## config.mk

```make
export PLATFORM = sky130hd
export DESIGN_NAME = inst_fetch
export DESIGN_NICKNAME = d
export VERILOG_FILES = /design/src/rtl/inst_fetch_pkg.sv /design/src/rtl/inst_fetch_if_buf.sv /design/src/rtl/inst_fetch.sv
export SDC_FILE = /design/constraint.sdc
export NUM_CORES = 1
export LEC_CHECK = 0
export ABC_AREA = 1
export CELL_PAD_IN_SITES_DETAIL_PLACEMENT = 0
export CELL_PAD_IN_SITES_GLOBAL_PLACEMENT = 1
export CORE_UTILIZATION = 35
export CTS_CLUSTER_SIZE = 25
export DETAILED_ROUTE_END_ITERATION = 7
export DONT_BUFFER_PORTS = 1
export PLACE_DENSITY = 0.71
export SLEW_MARGIN = 20
export SYNTH_ARGS = -nofsm -noshare
export SYNTH_HDL_FRONTEND = slang
export SYNTH_SLANG_ARGS = --single-unit
```

## constraint.sdc

```tcl
create_clock -name clk -period 6.09 [get_ports clk]
set_input_delay 1.218 -clock clk [delete_from_list [all_inputs] [get_ports clk]]
set_output_delay 1.218 -clock clk [all_outputs]
set_load 0.005 [all_outputs]
```

## src/rtl/inst_fetch_pkg.sv

```systemverilog
// cpu_defs: shared definitions for the instruction-fetch slice
//   fetch_state_t - fetch FSM states (IDLE, REQ, WAIT, DISCARD)
//   RESET_VECTOR  - address the PC register holds after reset
package cpu_defs;
   typedef enum logic [1:0] {IDLE, REQ, WAIT, DISCARD} fetch_state_t;
   localparam logic [31:0] RESET_VECTOR = 32'hbfc00000;
endpackage

```

## src/rtl/inst_fetch_if_buf.sv

```systemverilog
// if_buf: one-entry fetched-instruction register, held until consumed, dropped on flush
//   clk, rst                         - clock, asynchronous active-high reset
//   flush                            - drop the held entry (wins over load and consume)
//   load, ld_pc, ld_inst, ld_adel    - new entry captured this cycle
//   consume                          - downstream accepts the held entry
//   if_valid, if_pc, if_inst, if_adel - held entry
module if_buf #(
   parameter int WIDTH = 32
) (
   input  logic             clk,
   input  logic             rst,
   input  logic             flush,
   input  logic             load,
   input  logic [WIDTH-1:0] ld_pc,
   input  logic [WIDTH-1:0] ld_inst,
   input  logic             ld_adel,
   input  logic             consume,
   output logic             if_valid,
   output logic [WIDTH-1:0] if_pc,
   output logic [WIDTH-1:0] if_inst,
   output logic             if_adel
);
   always_ff @(posedge clk or posedge rst) begin
      if (rst) begin
         if_valid <= 1'b0;
         if_pc    <= '0;
         if_inst  <= '0;
         if_adel  <= 1'b0;
      end else begin
         if_valid <= !flush && (load || (if_valid && !consume));
         if (load && !flush) begin
            if_pc   <= ld_pc;
            if_inst <= ld_inst;
            if_adel <= ld_adel;
         end
      end
   end
endmodule

```

## src/rtl/inst_fetch.sv

```systemverilog
// inst_fetch: SRAM-like instruction fetch unit with one outstanding request
//   clk, rst                          - clock, asynchronous active-high reset
//   pc, flush                         - current fetch address, redirect pulse
//   pc_en                             - PC register load enable
//   inst_req, inst_addr               - memory request valid / address
//   inst_addr_ok, inst_data_ok, inst_rdata - memory handshakes and read data
//   id_ready                          - decode accepts the held instruction
//   if_valid, if_pc, if_inst, if_adel - fetched-instruction bundle
// Optional: IF_ADEL_CHECK_EN turns misaligned fetch addresses into an
// address-error bundle instead of a memory request.
import cpu_defs::*;

module inst_fetch #(
   parameter int WIDTH = 32
) (
   input  logic             clk,
   input  logic             rst,
   input  logic [WIDTH-1:0] pc,
   input  logic             flush,
   output logic             pc_en,
   output logic             inst_req,
   output logic [WIDTH-1:0] inst_addr,
   input  logic             inst_addr_ok,
   input  logic             inst_data_ok,
   input  logic [WIDTH-1:0] inst_rdata,
   input  logic             id_ready,
   output logic             if_valid,
   output logic [WIDTH-1:0] if_pc,
   output logic [WIDTH-1:0] if_inst,
   output logic             if_adel
);
   fetch_state_t     state;
   logic [WIDTH-1:0] req_addr, pend_pc;
   logic             killed, cons, adel, fetch_go, data_hit;
   assign inst_req = state == REQ;
   // the request address is frozen on entry to REQ so a redirect cannot move it mid-handshake
   assign inst_addr = inst_req ? req_addr : pc;
   assign pc_en = (inst_req && inst_addr_ok) || flush;
   assign cons = !if_valid || id_ready;
`ifdef IF_ADEL_CHECK_EN
   assign adel = state == IDLE && cons && !flush && pc[1:0] != 2'b00;
`else
   assign adel = 1'b0;
`endif
   assign fetch_go = state == IDLE && cons && !flush && !adel;
   assign data_hit = state == WAIT && inst_data_ok && !flush;
   always_ff @(posedge clk or posedge rst) begin
      if (rst) begin
         state    <= IDLE;
         req_addr <= WIDTH'(RESET_VECTOR);
         pend_pc  <= '0;
         killed   <= 1'b0;
      end else begin
         case (state)
            IDLE: if (fetch_go) begin
               state    <= REQ;
               req_addr <= pc;
            end
            // a flush seen before the handshake turns the accepted request into one to discard
            REQ: if (inst_addr_ok) begin
               state   <= (killed || flush) ? DISCARD : WAIT;
               pend_pc <= req_addr;
               killed  <= 1'b0;
            end else if (flush) begin
               killed <= 1'b1;
            end
            // chaining straight into the next request needs decode to be taking instructions now,
            // otherwise the returning data could land on an unconsumed entry
            WAIT: if (flush) begin
               state <= inst_data_ok ? IDLE : DISCARD;
            end else if (inst_data_ok) begin
               state    <= id_ready ? REQ : IDLE;
               req_addr <= pc;
            end
            DISCARD: if (inst_data_ok) state <= IDLE;
            default: state <= IDLE;
         endcase
      end
   end
   if_buf #(.WIDTH(WIDTH)) u_buf (
      .clk      (clk),
      .rst      (rst),
      .flush    (flush),
      .load     (data_hit || adel),
      .ld_pc    (adel ? pc : pend_pc),
      .ld_inst  (adel ? '0 : inst_rdata),
      .ld_adel  (adel),
      .consume  (id_ready),
      .if_valid (if_valid),
      .if_pc    (if_pc),
      .if_inst  (if_inst),
      .if_adel  (if_adel)
   );
endmodule

```

==> results by group <==
Run status
  • Status: completed

STA
  • Worst hold margin: 479 ps
  • Setup TNS: 0 ps
  • Final cycle utilization of the critical path: 54.5%
  • Slew margin rel.: 26.6%
  • Slew @ Worst Pin: 1100 ps
  • Final setup violation count: 0
  • Hold Violations, Final: 0
  • Shortest period the worst path allows: 3320 ps
  • Final Skew: 6.77 ps
  • Max Clk Rate: 301 MHz
  • Final Max Slew Viols: 0
  • RSZ-0062 raised after global routing: false

Synth
  • Synth area leader: dfrtp_1
  • Synthesis Warnings: 0
  • Synth top area cells: dfrtp_1, nand2_1, o21ai_2
  • Synth unique cells: 22
  • Syn Inst Count: 624
  • Post-Syn Area: 5860 um^2
  • Top post-synthesis cells by count: nand2_1, dfrtp_1, inv_1
  • Yosys top cell area share: 52.5%
  • Top_reg_cell synth: dfrtp_1
  • Post-synth ARST share: 100%
  • Count leader, synth: nand2_1
  • EDFF count, synth: 0
  • #FFs+latches synth: 132
  • Seq/Total Area, Yosys: 56.5%
  • Syn Nets: 694
  • Syn Area/Cell: 9.40 um^2

Power
  • Lkg Pwr: 3.11 nW
  • Peak VDD IR: 0.195 mV
  • Gate power share: 28.1%
  • Clk network pwr share: 27.0%
  • P_sw: 1.24 mW
  • Internal power: 2.19 mW
  • Switching Fraction: 36.1%
  • Pwr dens: 537 nW/um^2
  • Sequential share of power: 45.0%

Layout
  • Fraction of layout cells with a size suffix above 1: 18.6%
  • Synth-to-Final Area Change: 8.66%
  • Final Instance Area: 6370 um^2
  • Fin nets: 681
  • Sequential Area: 3310 um^2
  • Final core occ: 39.5%
  • Area of the multi-input gates: 1850 um^2
  • Ant. Diodes: 0
  • Fill cell count: 1,632

Worst setup path
  • CP bufs+invs: 2
  • Crit-path slowest cell: inv_2
  • Worst Setup Path Type: register to output pin
  • CP Data Required Time: 4870 ps
  • Crit-path cells: inv_2 > nor2_4 > inv_2 > o21ai_0
  • R2R setup slack: 3760 ps
  • Max incr delay on CP: 720 ps
  • CP Capture Type: output pin
  • Delay-heaviest family, CP: buffers and inverters
  • Crit path top cell by count: inv_2
  • Crit path max fanout: 66
  • CP Data Arrival Time: 2100 ps
  • Reg2reg path depth: 5
  • Startpoint types: register
  • CP Depth: 4

Clock tree
  • Cts bufs inserted: 17
  • Clk sinks: 132
  • Worst-Skew Late Latency: 410 ps
  • H-tree Lvls: 4
  • CTS Root Cell: clkbuf_16
  • Resized Gates After CTS: 0
  • TritonCTS clock tree: built
  • Total setup buffers inserted after CTS: 0
  • CTS Buffer Depth: 2
  • Clk slew on worst S/H paths: 60 ps
  • Cts hold-fix bufs: 0

Floorplan
  • I/O pins: 170
  • Row Count: 46
  • Initial Util: 36.4%
  • Placeable Area: 16,100 um^2
  • Die height: 131 um
  • Die X: 131 um
  • Full die area: 17,300 um^2

Global routing
  • Vias in the first global route: 3,767
  • Initial antenna violation count: 0
  • Pin count of the biggest net entering global routing: 92
  • Congestion Overflow GR: 0
  • GR Util All Layers: 14.0%
  • Global-route wire length before repair: 19,100 um

Routing
  • Wirelength, routed: 11,500 um
  • DRT Pass-1 Iters: 4
  • DRT iter0 DRCs: 119
  • WL per Instance: 13.7 um
  • DR DRC count: 0
  • Post-detailed-route count of antenna-violating nets: 0
  • Via-to-Cell Ratio: 4.60
  • Routed vias: 3,867

Flow run
  • Max-Cap Viols: 0

Place
  • DP HPWL: 7740 um
  • IO buf count: 0
  • Final Wtd Congestion: 0.788
  • Post-DP Area: 5840 um^2

Min path
  • Hold crit path type: register to register
  • Hold Crit Depth: 2
[metrics by stage]
step | total power, mW | instances | setup slack, ps
after floorplan | 2.37 | 624 | 1360
after global placement | 2.50 | 808 | 2830
after detailed placement | 2.54 | 808 | 2830
after CTS | 3.49 | 840 | 2720
after global routing | 3.71 | 840 | 2610
final | 3.42 | 840 | 2770
[cells in the final DEF (no fill, tap or decap)]
cell type	synthesis	routed
clkinv_2	0	5
o21ai_2	70	70
clkinvlp_4	0	1
clkbuf_1	4	7
nand3_4	1	1
a21oi_1	1	1
dfstp_2	9	9
o21ai_1	41	41
dfrtp_1	123	123
nand2_1	176	176
conb_1	1	1
clkbuf_16	0	17
nand2_2	1	1
nand3b_1	1	1
inv_6	0	1
nand2_4	1	1
nor2_1	4	4
nand3_1	2	2
o21ai_0	52	52
nor2_4	2	2
inv_2	3	3
bufinv_16	0	1
inv_1	100	99
buf_4	4	3
clkbuf_8	0	1
o21a_1	1	1
[power by group through the flow]
stage               clock network, mW  registers, mW  logic (mW)
detailed placement                  0           1.56       0.982
global placement                    0           1.55       0.949
CTS                             0.958           1.55       0.986
finish                          0.923           1.54       0.961
floorplan                           0           1.48       0.892
global route                     1.00           1.59        1.13
[kinds of logic (layout without fill, tap and decap cells)]
logic type / Yosys count / count (layout) / synth area share (%)
other cells: 1 / 1 / 0.0639
buf+inv: 138 / 138 / 12.0
compound gates: 165 / 165 / 18.6
simple gates: 188 / 188 / 12.8
flops: 132 / 132 / 56.5
[sequential cells by signal (all words and copies together) (netlist names)]
name	flops
pend_pc	32
req_addr	32
u_buf.if_inst	32
u_buf.if_pc	32
state	2
killed	1
u_buf.if_valid	1
[area by class of cell]
cell class / count / share of cell area [%]
clock inverter: 7 / 0.982
inverter: 103 / 6.15
timing repair buffer: 3 / 0.353
sequential: 132 / 52.0
multi-input combinational: 354 / 29.0
clock buffer: 25 / 7.30
tap: 216 / 4.24
[per-layer routing]
layer  routed length [um]  up-vias  global-route usage (%)
li1                     -     1909                       -
met1                 5270     1796                    17.7
met2                 4990      148                    20.9
met3                 1060       14                    6.33
met4                  153        0                    5.17
met5                    0        -                       0
[worst paths after layout]
check                                        start                            end
max                           state[0]$_DFFE_PP0P_                   inst_addr[0]
max reg2reg                   state[1]$_DFFE_PP0P_       u_buf.if_valid$_DFF_PP0_
min reg2reg                pend_pc[12]$_DFFE_PP0P_        pend_pc[12]$_DFFE_PP0P_
min in group asynchronous                      rst  u_buf.if_inst[12]$_DFFE_PP0P_
max in group asynchronous                      rst    u_buf.if_pc[16]$_DFFE_PP0P_
min                        pend_pc[12]$_DFFE_PP0P_        pend_pc[12]$_DFFE_PP0P_
[worst min-delay path, cell delays in order, from the launching register on]
cell     delay, ps
dfrtp_1        340
nand2_1         60
o21ai_2         40
Note: power is estimated with default switching activity, not from simulation.
